### config.mk
export PLATFORM = sky130hd
export DESIGN_NAME = instr_encoder
export DESIGN_NICKNAME = d
export VERILOG_FILES = /design/src/rtl/instr_encoder.sv
export SDC_FILE = /design/constraint.sdc
export NUM_CORES = 1
export LEC_CHECK = 0
export ABC_AREA = 0
export CAP_MARGIN = 25
export CORE_MARGIN = 8
export CORE_UTILIZATION = 30
export CTS_CLUSTER_DIAMETER = 120
export DETAILED_ROUTE_END_ITERATION = 10
export GPL_TIMING_DRIVEN = 0
export PLACE_DENSITY = 0.55
export SYNTH_ARGS = -nofsm -noshare
export SYNTH_HDL_FRONTEND = slang
export SYNTH_SLANG_ARGS = --single-unit
export TNS_END_PERCENT = 10
### constraint.sdc
create_clock -name CLK -period 2.5 [get_ports CLK]
set_input_delay 0.375 -clock CLK [delete_from_list [all_inputs] [get_ports CLK]]
set_output_delay 0.375 -clock CLK [all_outputs]
set_load 0.02 [all_outputs]
### src/rtl/instr_encoder.sv
// Turns DP / LDR-STR / B field requests into 32-bit ARM words and streams them out with their byte address.
// Latency: one cycle from an accepted request to out_valid. Backpressure: req_ready drops only when the FIFO is full.
module instr_encoder #(
    parameter int          DEPTH     = 4,
    parameter logic [31:0] BASE_ADDR = 32'h0000_0000
) (
    input  logic                       CLK,
    input  logic                       RESETn,
    input  logic                       req_valid,
    output logic                       req_ready,
    input  logic [1:0]                 req_class,
    input  logic [3:0]                 req_cond,
    input  logic [3:0]                 req_cmd,
    input  logic                       req_s,
    input  logic                       req_i,
    input  logic                       req_u,
    input  logic                       req_l,
    input  logic [3:0]                 req_rn,
    input  logic [3:0]                 req_rd,
    input  logic [3:0]                 req_rm,
    input  logic [23:0]                req_imm,
    output logic                       out_valid,
    input  logic                       out_ready,
    output logic [31:0]                out_instr,
    output logic [31:0]                out_addr,
    output logic                       err_illegal,
    output logic [7:0]                 err_count,
    output logic [$clog2(DEPTH):0]     fifo_level
);
    localparam int AW = $clog2(DEPTH);
    localparam int LW = AW + 1;

    logic [31:0]   mem_q [DEPTH];
    logic [AW-1:0] wr_ptr_q, wr_ptr_d;
    logic [AW-1:0] rd_ptr_q, rd_ptr_d;
    logic [LW-1:0] level_q, level_d;
    logic [31:0]   addr_q, addr_d;
    logic          err_illegal_q, err_illegal_d;
    logic [7:0]    err_count_q, err_count_d;

    logic [31:0] enc_word;
    logic        enc_illegal;
    logic        cmd_ok;
    logic        is_cmp;
    logic [11:0] src2;
    logic        xfer, push, pop;

    always_comb begin
        enc_word    = 32'h0;
        enc_illegal = 1'b0;
        cmd_ok      = 1'b0;
        is_cmp      = (req_cmd[3:1] == 3'b101);
        src2        = req_i ? {4'h0, req_imm[7:0]} : {8'h00, req_rm};
        case (req_cmd)
            4'b0100, 4'b0010, 4'b0000, 4'b1100, 4'b1010, 4'b1011: cmd_ok = 1'b1;
            default:                                               cmd_ok = 1'b0;
        endcase
        case (req_class)
            2'b00: begin
                // Compares never write Rd and always set flags.
                enc_word    = {req_cond, 2'b00, req_i, req_cmd, req_s | is_cmp, req_rn,
                               is_cmp ? 4'h0 : req_rd, src2};
                enc_illegal = !cmd_ok || (req_i && (req_imm[23:8] != 16'h0));
            end
            2'b01:   enc_word = {req_cond, 2'b01, 1'b0, 1'b1, req_u, 1'b0, 1'b0, req_l,
                                 req_rn, req_rd, req_imm[11:0]};
            2'b10:   enc_word = {req_cond, 4'b1010, req_imm};
            default: enc_illegal = 1'b1;
        endcase
        if (req_cond == 4'hF) enc_illegal = 1'b1;
    end

    assign req_ready = (level_q != LW'(DEPTH));
    assign out_valid = (level_q != '0);
    assign xfer      = req_valid && req_ready;
    assign push      = xfer && !enc_illegal;
    assign pop       = out_valid && out_ready;

    always_comb begin
        wr_ptr_d      = push ? wr_ptr_q + 1'b1 : wr_ptr_q;
        rd_ptr_d      = pop  ? rd_ptr_q + 1'b1 : rd_ptr_q;
        addr_d        = pop  ? addr_q + 32'd4  : addr_q;
        level_d       = level_q;
        if (push && !pop) level_d = level_q + 1'b1;
        if (pop && !push) level_d = level_q - 1'b1;
        err_illegal_d = xfer && enc_illegal;
        err_count_d   = (err_illegal_d && err_count_q != 8'hFF) ? err_count_q + 8'd1 : err_count_q;
    end

    always_ff @(posedge CLK or negedge RESETn) begin
        if (!RESETn) begin
            wr_ptr_q      <= '0;
            rd_ptr_q      <= '0;
            level_q       <= '0;
            addr_q        <= BASE_ADDR;
            err_illegal_q <= 1'b0;
            err_count_q   <= 8'h00;
        end else begin
            wr_ptr_q      <= wr_ptr_d;
            rd_ptr_q      <= rd_ptr_d;
            level_q       <= level_d;
            addr_q        <= addr_d;
            err_illegal_q <= err_illegal_d;
            err_count_q   <= err_count_d;
        end
    end

    // Storage needs no reset: validity is tracked entirely by level_q.
    always_ff @(posedge CLK) begin
        if (push) mem_q[wr_ptr_q] <= enc_word;
    end

    assign out_instr   = mem_q[rd_ptr_q];
    assign out_addr    = addr_q;
    assign err_illegal = err_illegal_q;
    assign err_count   = err_count_q;
    assign fifo_level  = level_q;
endmodule

== Word-level counts from Yosys, hierarchy flattened ==
Memories as Yosys holds them, arrays and structs flattened.
Cells that the tools add are included.
Word-level totals
  memory bits (writable): 128
  input bits: 54
  word-level logic and storage cells: 55
  flip-flop bits (word level): 48
  output and inout bits: 78
  memories kept: 1
Operators by class
  mux-type cells: 10
  equality and inequality tests: 11
  bitwise operators: 1
  reductions and logical operators: 20
  add/sub/neg operators: 6
Memories
  mem_q: words 4, bits a word 32, read ports 1, clocked after Yosys merged registers in 0, wr ports 1, RTL line 33  | logic [31:0] mem_q [DEPTH];
Operators by type and width (number)
  $pmux 32 s3: 1
  $add 32x3->32 const B: 1
  $eq 4x4->1 const B: 4
  $reduce_bool 16->1: 1
  $add 8x1->8 const B: 1
  $logic_and 1x1->1: 8
  $mux 8: 1
  $ne 8x8->1 const B: 1
  $mux 3: 2
  $reduce_or 6->1: 1
  $add 2x1->2 const B: 2
  $eq 4x2->1 const B: 1
  $eq 4x3->1 const B: 1
  $logic_not 1->1: 4
  $logic_not 4->1: 1
  $mux 1: 4
  $mux 4: 1
  $add 3x1->3 const B: 1
  $eq 3x3->1 const B: 1
  $ne 3x3->1 const B: 1
  $reduce_bool 3->1: 1
  $sub 3x1->3 const B: 1
  $eq 2x1->1 const B: 1
  $eq 2x2->1 const B: 1
  other kinds (6): 6

== Longest topological paths before layout ==
  depth in word-level cells: 12
  mapped depth: 15
  gate-level depth less buffers: 13

== Worst setup path after synthesis ==
Ideal clock, no wire load.
  kind: input to register
  start point: in req_class[0]
  end point: mem mem_q[0][0], enable pin
  stages on the path: 9
  arrival: 2353 ps
  slack: -245 ps
  path through: inv_1 ha_1 buf_2 nand2_1 a41oi_1 a311o_1 buf_6 nor2_4 and2_1
Between the ends
  longest elaborated chain between the ends: 8
Ends and longest elaborated chain
  start: declaration: RTL line 11  | input logic [1:0] req_class,
  $eq 2x2->1 / $eq 2x1->1 (equally long branches): RTL line 58  | case (req_class)
  $reduce_or 2->1 (no source line)
  $pmux 1 s2 *: RTL line 58
  $mux 1 *: RTL line 70  | if (req_cond == 4'hF) enc_illegal = 1'b1;
  $logic_not 1->1 *: RTL line 76  | assign push = xfer && !enc_illegal;
  $logic_and 1x1->1 *: RTL line 76
  $mux 1 *: RTL line 110  | if (push) mem_q[wr_ptr_q] <= enc_word;
  $mux 1 (implied by the code) *: RTL line 110
  end: declaration: RTL line 33
Every way passes the cells marked *; elsewhere a longest branch is shown, timed or not.

== Worst setup path in the final report ==
  start point: in req_class[0]
  end point: reg level_q[2], in the netlist fifo_level[2]
Between the ends
  longest elaborated chain between the ends: 9
Ends and longest elaborated chain
  $eq 2x2->1 / $eq 2x1->1 (equally long branches): RTL line 58
  $reduce_or 2->1 (no source line)
  $pmux 1 s2 *: RTL line 58
  $mux 1 *: RTL line 70
  $logic_not 1->1 *: RTL line 76
  $logic_and 1x1->1 *: RTL line 76
  $logic_not 1->1: RTL line 85  | if (pop && !push) level_d = level_q - 1'b1;
  $logic_and 1x1->1: RTL line 85
  $mux 3 / $reduce_bool 2->1 (equally long branches)
  end signal: assignment: RTL line 101  | level_q <= level_d;
  end: declaration: RTL line 36  | logic [LW-1:0] level_q, level_d;
Marked as above.
A chain may end at the register's enable or synchronous reset.

==> impl_metrics.json <==
{
  "synth.ff_latch_count": 174,
  "minimum_clock_period_ns": 2.45,
  "drt_iter0_drc": 156,
  "grtUsageTotal_pct": 12.0,
  "timing.hold.worst.class": "in2reg",
  "maximum_cell_stage_delay_along_the_critical_path_ns": 0.37,
  "finalNonFillerCells": 934,
  "final_hold_viol_count": 0,
  "layout.cells.most_common": "sky130_fd_sc_hd__edfxtp_1",
  "fin_nets": 665,
  "grt_remaining_overflow": 0,
  "core_area_sq_um": 24200,
  "floorplan.rows": 57,
  "outcome": "finished, final reports clean",
  "cp_cell_sequence": "clkbuf_2, inv_2, ha_1, buf_4, nand2_2, a41oi_2, a311o_1, buf_6, nor2_4, inv_1, ha_2, inv_1, fa_1, xor2_1, nor2_1, xor2_1",
  "place.gp.congestion": 0.818,
  "hp-start": "req_imm[11]",
  "arrival_ns": 2.80,
  "seq_area_frac_synth_pct": 68.1,
  "crit_buf_inv": 6,
  "root_buffer": "sky130_fd_sc_hd__clkbuf_16",
  "vias_per_cell": 4.66,
  "postSynth.topFlopCell": "sky130_fd_sc_hd__edfxtp_1",
  "dpl.cell_count": 893,
  "layout_common_cells": "128 x sky130_fd_sc_hd__edfxtp_1, 82 x sky130_fd_sc_hd__clkdlybuf4s50_1, 44 x sky130_fd_sc_hd__dfrtp_1",
  "antennaDiodeCount": 0,
  "finalPower_mw": 9.74,
  "placement.io_buffers": 129,
  "share_of_synthesized_flip_flops_with_an_asynchronous_set_or_reset_pct": 26.4,
  "crit_slowest_cell": "sky130_fd_sc_hd__fa_1",
  "vias": 4353,
  "drt_drc_violations_left": 0,
  "die_area_sq_um": 29700,
  "synthesis_warning_total": 0,
  "top_level_ports": 132,
  "maxSlewHeadroom_pct": 42.6,
  "drt_pre_antenna_iters": 4,
  "post-dp-hpwl_mm": 12.2,
  "largest_net_degree_at_the_start_of_global_routing": 33,
  "rr_startpoint": "fifo_level[2]$_DFFE_PN0P_",
  "fmax_ghz": 0.408,
  "cell_type_with_the_highest_aggregate_area_in_the_netlist": "sky130_fd_sc_hd__edfxtp_1",
  "wl_per_cell_microns": 18.8,
  "grt_pass1_vias": 4676,
  "num-fill-cells": 2207,
  "drive_gt1_share_pct": 19.8,
  "clk-insertion-delay-late_ns": 0.42,
  "ctsLongestPathBuffers": 2,
  "hold-worst-slack_ns": 0.436,
  "htree_num_levels": 4,
  "synthDominantCellAreaShare_pct": 52.4,
  "die_w_microns": 172,
  "postRouteAntennaNets": 0,
  "critical_path.endpoint_type": "register",
  "path_class": "in2reg",
  "leakage_dissipation_nw": 3.77,
  "synth_enable_flop_cells": 128,
  "layout-area-overhead-vs-synth_pct": 35.3,
  "die-height_microns": 172,
  "cp_data_required_time_ns": 2.85,
  "clock_slew_at_reported_path_ffs_ns": 0.07,
  "finalClockSkew_ns": 0.0110,
  "tritoncts": "yes",
  "clk_sinks": 174,
  "dpl_cell_area_sq_um": 9140,
  "post-route-cell-area_sq_um": 9920,
  "netlist_area_sq_um": 7330,
  "worst_setup_path_start_kind": "input pin",
  "cp-startpoint": "req_class[0]",
  "crit_family": "adder cells",
  "ir_worst_vdd_uv": 461,
  "cts_made_buffers": 17,
  "layout.core_utilization_pct": 41.0,
  "timing.final.crit_share_pct": 98.0,
  "netlist_instances": 435,
  "tightest_slew_ns": 0.861,
  "synthTopCellsByArea": "sky130_fd_sc_hd__edfxtp_1 52%, sky130_fd_sc_hd__dfrtp_1 16%, sky130_fd_sc_hd__mux4_2 9.8%",
  "antenna_found_initial": 0,
  "syn-mean-instance-area_sq_um": 16.9,
  "start_util_pct": 30.3,
  "grt_first_pass_wirelength_mm": 27.0,
  "rsz0062_at_grt": "true",
  "worst-path-max-fanout": 10,
  "setup_viol": 0,
  "finalMaxSlewViolations": 0,
  "totalNegativeSetupSlack_ns": 0,
  "pwr_per_cell_area_nw_per_um2": 982,
  "drt-total-wl_mm": 17.5,
  "detailedPlace.worstSlack_ns": -1.29,
  "cap_viol_max_count": 0,
  "yosys.cell_types.count": 45,
  "post-route-worst-setup-slack_ns": 0.0496
}
-- Yosys cell counts (3+ instances only) --
cell	number
sky130_fd_sc_hd__a21oi_1	4
sky130_fd_sc_hd__a22o_1	4
sky130_fd_sc_hd__a22oi_1	11
sky130_fd_sc_hd__and2_1	21
sky130_fd_sc_hd__and3_1	6
sky130_fd_sc_hd__and4_1	3
sky130_fd_sc_hd__buf_2	4
sky130_fd_sc_hd__clkbuf_1	8
sky130_fd_sc_hd__dfrtp_1	46
sky130_fd_sc_hd__edfxtp_1	128
sky130_fd_sc_hd__ha_1	13
sky130_fd_sc_hd__inv_1	11
sky130_fd_sc_hd__mux4_2	32
sky130_fd_sc_hd__nand2_1	18
sky130_fd_sc_hd__nand3_1	9
sky130_fd_sc_hd__nand4_1	12
sky130_fd_sc_hd__nor2_1	23
sky130_fd_sc_hd__nor3_1	4
sky130_fd_sc_hd__nor4_1	4
sky130_fd_sc_hd__o21ai_0	3
sky130_fd_sc_hd__xnor2_1	30
sky130_fd_sc_hd__xor2_1	11
-- cell type report --
| class | count | area [sq um] | area share, % |
|---|---|---|---|
| clock inverters | 15 | 188 | 1.89 |
| well taps | 324 | 405 | 4.09 |
| clock buffers | 17 | 425 | 4.29 |
| plain buffers | 13 | 101 | 1.02 |
| flip-flops and latches | 174 | 5000 | 50.4 |
| inverters | 11 | 41.3 | 0.416 |
| multi-input cells | 236 | 2290 | 23.1 |
| repair buffers | 144 | 1470 | 14.9 |
-- flip-flops by register name, indices dropped and copies added, names as in the netlist --
name         cells
err_count        8
fifo_level       3
out_addr        30
wr_ptr_q         2
mem_q          128
err_illegal      1
rd_ptr_q         2
-- cells by family after synthesis --
family                   share of synthesized area, %
AND/OR/NAND/NOR                                  9.18
other                                          0.0511
buffers and inverters                            1.60
adder cells (fa/ha/maj)                          2.49
multiplexers                                     10.6
XOR/XNOR                                         4.90
AO/OA/AOI/OAI                                    3.04
flip-flops                                       68.1
-- path summary, 6_finish.rpt --
kind / to / slack, ns / cells past startpoint
max: fifo_level[2]$_DFFE_PN0P_ / 0.05 / 16
min: mem_q[0][11]$_DFFE_PP_ / 0.44 / 2
min in group asynchronous: out_addr[19]$_DFFE_PN0P_ / 0.45 / 2
min reg2reg: out_addr[31]$_DFFE_PN0P_ / 0.48 / 1
max reg2reg: fifo_level[2]$_DFFE_PN0P_ / 0.08 / 10
max in group asynchronous: rd_ptr_q[1]$_DFFE_PN0P_ / 1.51 / 3
-- metal layers --
metal  vias to the layer above  part of all wire [%]  global-route usage (%)  routed length (microns)
met3                        17                   8.0                    3.77                     1400
met1                      2199                    44                    16.0                     7800
met2                       149                    46                    18.6                     8130
li1                       1988                     -                       -                        -
met4                         0                   1.2                    3.64                      209
met5                         -                     0                       0                        0
-- report_power, final --
part	switching, mW	leakage [nW]	internal [mW]
Sequential	0.294	1.78	3.51
Clock	1.25	0.301	1.45
Combinational	1.69	1.69	1.55
-- timing repair --
action	in CTS	in global routing
resized for setup	58	24
hold buffers	1	0
hold endpoints to repair	19	0
pin swaps	3	8
buffers inserted	3	7
setup endpoints to repair	164	92
(Power assumes the default switching activity.)
==> RTL change (same flow settings) <==
Register the output `fifo_level` once more, cleared by the reset; this adds one clock of latency there. The other outputs are not delayed to match.
--- a/src/rtl/instr_encoder.sv
+++ b/src/rtl/instr_encoder.sv
@@ -116,3 +116,9 @@
     assign err_count   = err_count_q;
-    assign fifo_level  = level_q;
+    always_ff @(posedge CLK or negedge RESETn) begin
+        if (!RESETn) begin
+            fifo_level <= '0;
+        end else begin
+            fifo_level <= level_q;
+        end
+    end
 endmodule
Check against the original RTL: not equivalent (a bounded check fails within 4 cycles, from zero or initial values and one cycle with RESETn low).
==> RTL change against the unedited design <==
  * Setup slack improved by 40 ps
  * Sequential share of layout area rose by 0.60 points
  * Sequential cell count grew 3
  * Wire length up 5.8%
  * Cell area rose by 0.32%
  * Via count increased by 2.1%
  * Total power grew 0.12%
  * Largest cell class unchanged
  * Synthesized area is 0.94% higher
==> RTL change: results <==
{
  "gp_congestion": 0.820,
  "grt_pass1_wl_um": 29100,
  "grt_max_degree": 31,
  "leakagePower_nw": 3.65,
  "r2r-start": "level_q[1]",
  "num_vias": 4446,
  "ys_types": 42,
  "largest_reg_flops": 128,
  "irDropWorstVdd_mv": 0.520,
  "ys_warn_count": 0,
  "dpl.hpwl_um": 12200,
  "final_nets": 676,
  "max-clock-path-buffers": 2,
  "synth-seq-area-share_pct": 68.5,
  "hold_path_class": "input pin to register",
  "async_flop_share_pct": 27.7,
  "ys.flop_type": "edfxtp_1",
  "cts-buffers-inserted": 17,
  "ant_nets": 0,
  "antenna_found_initial": 2,
  "netlist_top_cells_count": "128 x edfxtp_1, 49 x dfrtp_1, 32 x mux4_2, 29 x nor2_1, 24 x nand2_1",
  "skew_ps": 14.9,
  "grt_pass1_vias": 4847,
  "cp_max_fo": 3,
  "top_register": "mem_q",
  "worstHoldStart": "req_class[0]",
  "diodes": 0,
  "first_pass_iters": 5,
  "synth-edff-count": 128,
  "drive_gt1_share_pct": 18.8,
  "io_buffers": 129,
  "critPathLaunch": "req_imm[11]",
  "cts-root-buf": "clkbuf_16",
  "drt_iter0_markers": 270,
  "outcome": "finished, final reports clean",
  "cts-htree-levels": 4,
  "clk_latency_ps": 430,
  "clk_pin_slew_ps": 70,
  "slew_headroom_pct": 47.3,
  "synth.area.top_cells": "edfxtp_1 52%, dfrtp_1 17%, mux4_2 9.7%",
  "grtUsageTotal_pct": 12.6,
  "postRouteWirelength_um": 18600
}
-- RTL change: cell types whose count changed after synthesis, sizes merged, moves of 3 or more --
cell,before,now
dfrtp,46,49
nor2,24,29
and2,21,16
and4,3,0
nor4,6,11
xor2,11,20
nand2,18,24
nand4,13,8
nor3,4,9
xnor2,30,20
-- RTL change: final cells by class --
cell class | instances | area [µm²]
clock buffers | 17 | 425
clock inverters | 15 | 183
repair buffers | 138 | 1350
plain buffers | 14 | 105
fillers | 2233 | 14300
flip-flops and latches | 177 | 5070
well taps | 324 | 405
inverters | 11 | 41.3
multi-input cells | 249 | 2370
-- RTL change: power breakdown --
part / leakage (nW) / switching, mW / internal, mW
clock: 0.293 / 1.29 / 1.36
combinational: 1.55 / 1.75 / 1.49
sequential: 1.81 / 0.284 / 3.58
total: 3.65 / 3.32 / 6.43
-- RTL change: layer usage --
layer | track usage [%] | routed length [µm]
met1 | 16.3 | 8470
met2 | 19.1 | 8320
met3 | 5.55 | 1600
met4 | 2.91 | 142
met5 | 0 | 27
-- RTL change: kinds of logic after synthesis --
kind of cell    synth area share [%]
flops                           68.5
simple gates                    8.93
xor+xnor                        4.73
mux                             10.9
buf+inv                         1.64
compound gates                  2.81
fa+ha+maj                       2.47
other cells                   0.0507
-- RTL change: stage by stage --
stage	cells	TNS, ps	util, %	area, µm²	worst slack (ps)
floorplan	449	0	-	7400	121
global placement	902	-230280	37.5	9100	-1480
detailed placement	903	-216040	37.6	9120	-1510
CTS	944	0	40.8	9890	10.1
global route	945	-2.19	41.0	9950	-2.19
finish	945	0	41.0	9950	89.7
-- RTL change: path summary, 6_finish.rpt --
check	endpoint	slack [ps]	cells past startpoint
worst min-delay path	mem_q[3][25]	430	2
worst max-delay path	level_q[2]	90	12
max in group asynchronous	rd_ptr_q[0]	1510	3
min in group asynchronous	out_addr[17]	440	2
worst max register to register	level_q[2]	170	10
worst min register to register	out_addr[31]	470	1
-- RTL change: critical path: stages --
cell and delay, ps:
clkdlybuf4s50_1 490, nor4_4 320, a41oi_4 170, a311oi_4 270
buf_4 210, nand2_2 70, ha_2 210, inv_1 60
fa_1 170, xor2_1 150, nor2_1 60, xor2_1 140
-- RTL change: repair_timing --
item                                   CTS  global route
endpoints found under the hold margin   19             0
setup buffers                            6             1
hold buffers                             1             0
pin swaps                                6             5
resized for setup                       65            14
setup endpoints to repair              173           105
cloned                                   4             0
